<file path="src/rtl/rotr_seq.sv">
`default_nettype none
// ============================================================================
// Module      : rotr_seq
// Description : Multi-cycle right rotator with valid/ready handshakes on both
//               sides. Rotates the latched word right one bit per clock
//               (two bits per clock when ROT_FAST_EN is defined) and holds
//               the result until the consumer accepts it.
// Options     : ROT_FAST_EN - rotate by two while at least two steps remain.
// Revision    : 1.0 - initial release
// ============================================================================
module rotr_seq #(
  parameter int WIDTH = 4,
  parameter int SHW   = $clog2(WIDTH)
) (
  input  logic             clk,
  input  logic             rst_n,
  input  logic             in_valid,
  output logic             in_ready,
  input  logic [WIDTH-1:0] in_data,
  input  logic [SHW-1:0]   in_amt,
  output logic             out_valid,
  input  logic             out_ready,
  output logic [WIDTH-1:0] out_data,
  output logic             busy
);

  typedef enum logic [1:0] {
    IDLE = 2'd0,
    ROT  = 2'd1,
    DONE = 2'd2
  } state_t;

  localparam logic [SHW-1:0] c_one = SHW'(1);
`ifdef ROT_FAST_EN
  // Kept one bit wider than the count so "2" stays representable at WIDTH=2.
  localparam logic [SHW:0]   c_two = (SHW + 1)'(2);
`endif

  state_t           r_state;
  state_t           w_state_nxt;
  logic [WIDTH-1:0] r_data;
  logic [WIDTH-1:0] w_data_nxt;
  logic [SHW-1:0]   r_count;
  logic [SHW-1:0]   w_count_nxt;
  logic [WIDTH-1:0] r_out;
  logic [WIDTH-1:0] w_out_nxt;
  logic [WIDTH-1:0] w_step_data;
  logic [SHW-1:0]   w_step_count;

  // Single rotation step taken in ROT; the wide step is only used while at
  // least two single-bit steps remain, so the result is identical either way.
  always_comb begin
    w_step_data  = {r_data[0], r_data[WIDTH-1:1]};
    w_step_count = r_count - c_one;
`ifdef ROT_FAST_EN
    if ({1'b0, r_count} >= c_two) begin
      w_step_data  = (r_data >> 2) | (r_data << (WIDTH - 2));
      w_step_count = r_count - c_two[SHW-1:0];
    end
`endif
  end

  // Next-state and datapath selection; the output word only changes on the
  // transition into DONE so it stays stable through IDLE and the next ROT.
  always_comb begin
    w_state_nxt = r_state;
    w_data_nxt  = r_data;
    w_count_nxt = r_count;
    w_out_nxt   = r_out;
    case (r_state)
      IDLE: begin
        if (in_valid) begin
          w_data_nxt  = in_data;
          w_count_nxt = in_amt;
          if (in_amt == '0) begin
            w_state_nxt = DONE;
            w_out_nxt   = in_data;
          end else begin
            w_state_nxt = ROT;
          end
        end
      end
      ROT: begin
        w_data_nxt  = w_step_data;
        w_count_nxt = w_step_count;
        if (w_step_count == '0) begin
          w_state_nxt = DONE;
          w_out_nxt   = w_step_data;
        end
      end
      DONE: begin
        if (out_ready) begin
          w_state_nxt = IDLE;
        end
      end
      default: begin
        w_state_nxt = IDLE;
      end
    endcase
  end

  // State and datapath registers; reset aborts any operation in flight.
  always_ff @(posedge clk or negedge rst_n) begin
    if (!rst_n) begin
      r_state <= IDLE;
      r_data  <= '0;
      r_count <= '0;
      r_out   <= '0;
    end else begin
      r_state <= w_state_nxt;
      r_data  <= w_data_nxt;
      r_count <= w_count_nxt;
      r_out   <= w_out_nxt;
    end
  end

  assign in_ready  = (r_state == IDLE);
  assign out_valid = (r_state == DONE);
  assign busy      = (r_state != IDLE);
  assign out_data  = r_out;

endmodule
`default_nettype wire

</file>
<file path="config.mk">
export PLATFORM = sky130hd
export DESIGN_NAME = rotr_seq
export DESIGN_NICKNAME = d
export VERILOG_FILES = /design/src/rtl/rotr_seq.sv
export SDC_FILE = /design/constraint.sdc
export NUM_CORES = 1
export LEC_CHECK = 0
export CAP_MARGIN = 20
export CORE_AREA = 10 10 51 53
export CTS_CLUSTER_DIAMETER = 40
export DETAILED_ROUTE_END_ITERATION = 10
export DIE_AREA = 0 0 61 63
export PLACE_DENSITY = 0.68
export SKIP_LAST_GASP = 1
export SYNTH_ARGS = -nofsm -noshare
export SYNTH_HDL_FRONTEND = slang
export SYNTH_SLANG_ARGS = --single-unit
export TNS_END_PERCENT = 5
</file>
<file path="constraint.sdc">
create_clock -name clk -period 1.8 [get_ports clk]
set_clock_uncertainty 0.05 [all_clocks]
set_input_delay 0.54 -clock clk [delete_from_list [all_inputs] [get_ports clk]]
set_output_delay 0.54 -clock clk [all_outputs]
set_load 0.1 [all_outputs]
</file>
Word-level counts from Yosys, hierarchy flattened --
Cells that the tools add are included.
Storage, ports and cells: word-level logic and storage cells 32, output and inout port bits 7, flip-flop bits (word level) 12, input port bits 10
Cells by class: eq/ne operators 6, reduce and logical (&&, ||, !) cells 8, add/sub/neg operators 1, multiplexer cells 13
Operator list (number):
- $mux 4 | 4
- $pmux 4 s2 | 2
- $mux 2 | 5
- $logic_not 2->1 | 3
- $pmux 2 s3 | 1
- $ne 2x1->1 const B | 2
- $ne 2x2->1 const B | 2
- $pmux 2 s2 | 1
- $reduce_and 4->1 | 1
- $reduce_bool 2->1 | 2
- $reduce_and 3->1 | 1
- $eq 2x1->1 const B | 1
- $eq 2x2->1 const B | 1
- $reduce_and 2->1 | 1
- $sub 2x1->2 const B | 1

Longest topological paths before layout --
word-level depth 4, gate-level depth with buffers 5, mapped depth without buffers 5

Worst setup path before layout --
OpenSTA, ideal clock, no wires.
kind flip-flop to output port, start point reg r_state[0], end point out out_valid, arrival 2052 ps, cell stages (with the launch flop) 4, setup slack -842 ps, required time 1210 ps, path buffers 2, cell sequence dfrtp_1 buf_6 clkbuf_1 nor2b_1
On the way: cells in the longest elaborated chain, start to end 1
Ends and longest elaborated chain:
- start, declared | line 39 | state_t r_state;
- start signal, assigned | line 110 | r_state <= w_state_nxt;
- $eq 2x2->1 | line 118 | assign out_valid = (r_state == DONE);
- end, declared | line 21 | output logic out_valid,
No other way between the ends.

Worst setup path after layout --
start point reg r_state[0], end point out in_ready
On the way: cells in the longest elaborated chain, start to end 1
Ends and longest elaborated chain:
- $logic_not 2->1 | line 117 | assign in_ready = (r_state == IDLE);
- end, declared | line 18 | output logic in_ready,
No other way between the ends.

==> flow_results.org <==
** Synthesis
- Most frequently used cell type in the post-synthesis netlist :: dfrtp_1
- The synthesized design spends more area on one cell type than any other, namely dfrtp_1.
- Synthesis produced a netlist with a net count of 68.
- Synth async-reset ratio :: 1.000
- Number of enable-type register cells in the synthesized netlist :: 0
- Count of cell types in the netlist :: 21
- The share of synthesized area in the top cell type comes to 0.4790.
- Post-synthesis instance area :: roughly 630 µm²
- In this run the mean area of a mapped cell was 11.00 µm².
- Synth Register Bits :: 12
- For this run, the register share of the synthesized area comes to 0.4790.
- Instance count of the mapped netlist :: 57
- In the post-synthesis netlist, the biggest area contributors are dfrtp_1 (48%), mux2_2 (14%), a22oi_1 (4.8%).
- Ranking of synthesized cells by instance count :: dfrtp_1 (12), mux2_2 (8), nand2_1 (5), o21ai_0 (5)
- For this run, the number of Yosys warnings is 0.
- The most used flip-flop cell after synthesis is dfrtp_1.

** Placed design
- Routability Congestion :: 0.7729
- Post-detail-place hpwl :: about 1200 µm
- Number of port buffers :: 16

** STA
- The number of hold-slack violations in the final timing report is 0.
- Setup violations remaining at the end of the flow were counted as 7.
- Setup ws final :: -88.27 ps
- Setup total negative slack on the finished layout was measured at -376.6 ps.
- Of the available clock period, the critical path in the final layout requires 1.049.
- Relative max-transition margin :: 0.8399
- For the pin with the worst max-slew slack, the measured transition is 239.7 ps.
- The final max-slew violation count came to 0.
- Static timing analysis puts the maximum clock frequency at 0.5296 GHz.
- Setup repair after global routing could not meet its margin everywhere.
- Time the final worst path needs with I/O delays and setup :: roughly 1900 ps

** Drt
- Dividing the detail-routed via count by the number of cells gives about 5.1.
- Post-route DRC :: 0
- Number of search-and-repair iterations in the first detailed-routing pass :: 4
- After detailed routing, the average wire length per cell comes to approximately 15 µm.
- Vias after detailed routing :: 523
- The final layout contains routed wiring with a total length of 1503 µm.
- Starting DRT DRC Count :: 14
- DRT antenna net count :: 0

** Clocking
- CTS saw 12 sinks.
- Largest buffer count on any clock path :: 2
- In this run the number of H-tree levels came out at 1.
- After clock tree synthesis, the clock-pin slew on the worst setup and hold paths is 70 ps.
- Num CTS Buffers :: 3
- Worst skew pair latency :: 270 ps
- Cts hold-fix bufs :: 0
- TritonCTS clock tree :: done
- The root buffer cell chosen for the clock tree is clkbuf_4.

** Worst hold path
- In this run the worst hold path is classified as reg -> reg.
- Worst hold path depth :: 2
- Endpoint of the worst hold-timing path :: r_data[2]$_DFFE_PN0P_
- Worst Hold Launch :: r_data[2]$_DFFE_PN0P_

** Flow run
- Max-cap violations in this run came to 0.

** Worst setup path
- For the worst setup path, the data arrival time is ~1300 ps.
- The worst register-to-register path has a setup slack of -60 ps.
- The endpoint identified for the worst register-to-register timing path is out_data[3]$_DFFE_PN0P_.
- Data on the critical path is required at its endpoint by roughly 1200 ps.
- Of all nets on the critical path, the largest fanout is 2.
- Startpoint Class :: register
- Crit. End Element :: output port
- The worst register-to-register path has a depth of 4.
- The startpoint identified for the worst register-to-register timing path is r_state[0]$_DFFE_PN0P_.
- The critical path in this run is classified as reg -> out.

** Global routing
- GR Overflow Total :: 0
- For this run, the total global-route usage over all layers was measured as 0.08967.
- Entering global routing, the biggest net connects 13 pins.
- The initial antenna violation count was 0.
- Number of global-route vias before repair :: between 500 and 600
- The first global-routing pass estimated 2704 µm of wire.

** Die
- The core region is 0.001652 mm².
- The die covers 0.003843 mm².
- In this run the count of I/O pins placed on the die edge is 17.
- Initial core utilization :: 0.3795
- Die boundary height :: 63 µm
- The floorplan has 15 rows.
- From left edge to right edge, the die measures 61 µm.

** Outcome
- The final reports fail on negative setup slack.
- Outcome :: finished, violations left

** Finish
- The area growth from synthesis to layout is 61.48%.
- At the end of the flow the core is filled with cells to 0.6129.
- In the final layout, the share of cells above drive strength 1 is 0.4186.
- The number of antenna diodes in the final layout is 0.
- At the end of the flow, the number of nets in the layout was about 100.
-- routing by layer --
layer	wire length [µm]	up-vias	GRT usage	part of all wire
met2	686	16	0.1250	0.46
met1	665	242	0.1160	0.44
met3	125	4	0.03455	0.083
met4	26	0	0.04121	0.017
li1	-	261	-	-
met5	0	-	0	0
-- area by class of cell --
class,count,area (µm²)
Inverter,4,18.77
Clock buffer,3,22.52
Multi-Input combinational cell,38,317.8
Fill cell,145,639.4
Tap cell,17,21.27
Sequential cell,12,300.3
Timing Repair Buffer,29,331.6
-- through the flow --
stage          instance area, µm²  cells  setup WS (ps)  hold slack, ps
4_1_cts                      1012    103         -92.45           457.7
5_1_grt                      1012    103         -138.4           490.5
3_3_place_gp                943.4     97         -436.4           434.4
2_1_floorplan               636.9     57         -303.5           194.4
6_report                     1012    103         -88.27           462.1
3_5_place_dp                943.4     97         -477.3           442.4
-- kinds of logic (layout without fill, tap and decap cells) --
kind of cell	Yosys count	count (layout)	share of synthesized area
fa+ha+maj	1	1	0.01996
buf+inv	7	36	0.05389
simple gates	12	12	0.1178
mux	8	8	0.1437
flops	12	12	0.4790
compound gates	17	17	0.1856
-- cell usage in the layout, fill, tap and decap left out, types with 2 or more instances in the layout --
cell type / n
buf_4: 11
buf_6: 2
clkbuf_4: 3
buf_12: 7
a21oi_1: 3
o21ai_0: 5
inv_1: 3
dfrtp_1: 12
mux2_2: 4
nand2_1: 5
clkdlybuf4s50_1: 6
mux2_4: 4
a22oi_1: 4
dlygate4sd2_1: 3
-- worst max path at each step --
stage / start / end / slack [ps] / depth (start not counted)
after floorplan: r_state[1]$_DFFE_PN0P_ / out_valid / -300 / 2
after global routing: r_state[0]$_DFFE_PN0P_ / in_ready / -140 / 4
after global placement: in_amt[0] / out_data[2]$_DFFE_PN0P_ / -440 / 4
final: r_state[0]$_DFFE_PN0P_ / in_ready / -90 / 4
after CTS: r_state[0]$_DFFE_PN0P_ / in_ready / -90 / 4
after detailed placement: in_amt[0] / out_data[3]$_DFFE_PN0P_ / -480 / 4
-- worst max-delay path: stages (launching register included) --
cell and delay, ps:
dfrtp_1 400, buf_6 120, or2_4 250, clkinvlp_4 80, buf_12 160
-- registers in the layout, indices dropped and copies added (netlist names) --
name / count
r_data: 4
r_state: 2
r_count: 2
out_data: 4
-- timing repair --
action | CTS | global route
gates resized for setup | 10 | 0
cloned | 0 | 0
pin swaps | 3 | 0
setup endpoints to repair | 7 | 7
setup buffers | 3 | 0
Power is not shown: default switching activity piles up to over one toggle a cycle in this logic, so the estimate is an artifact.
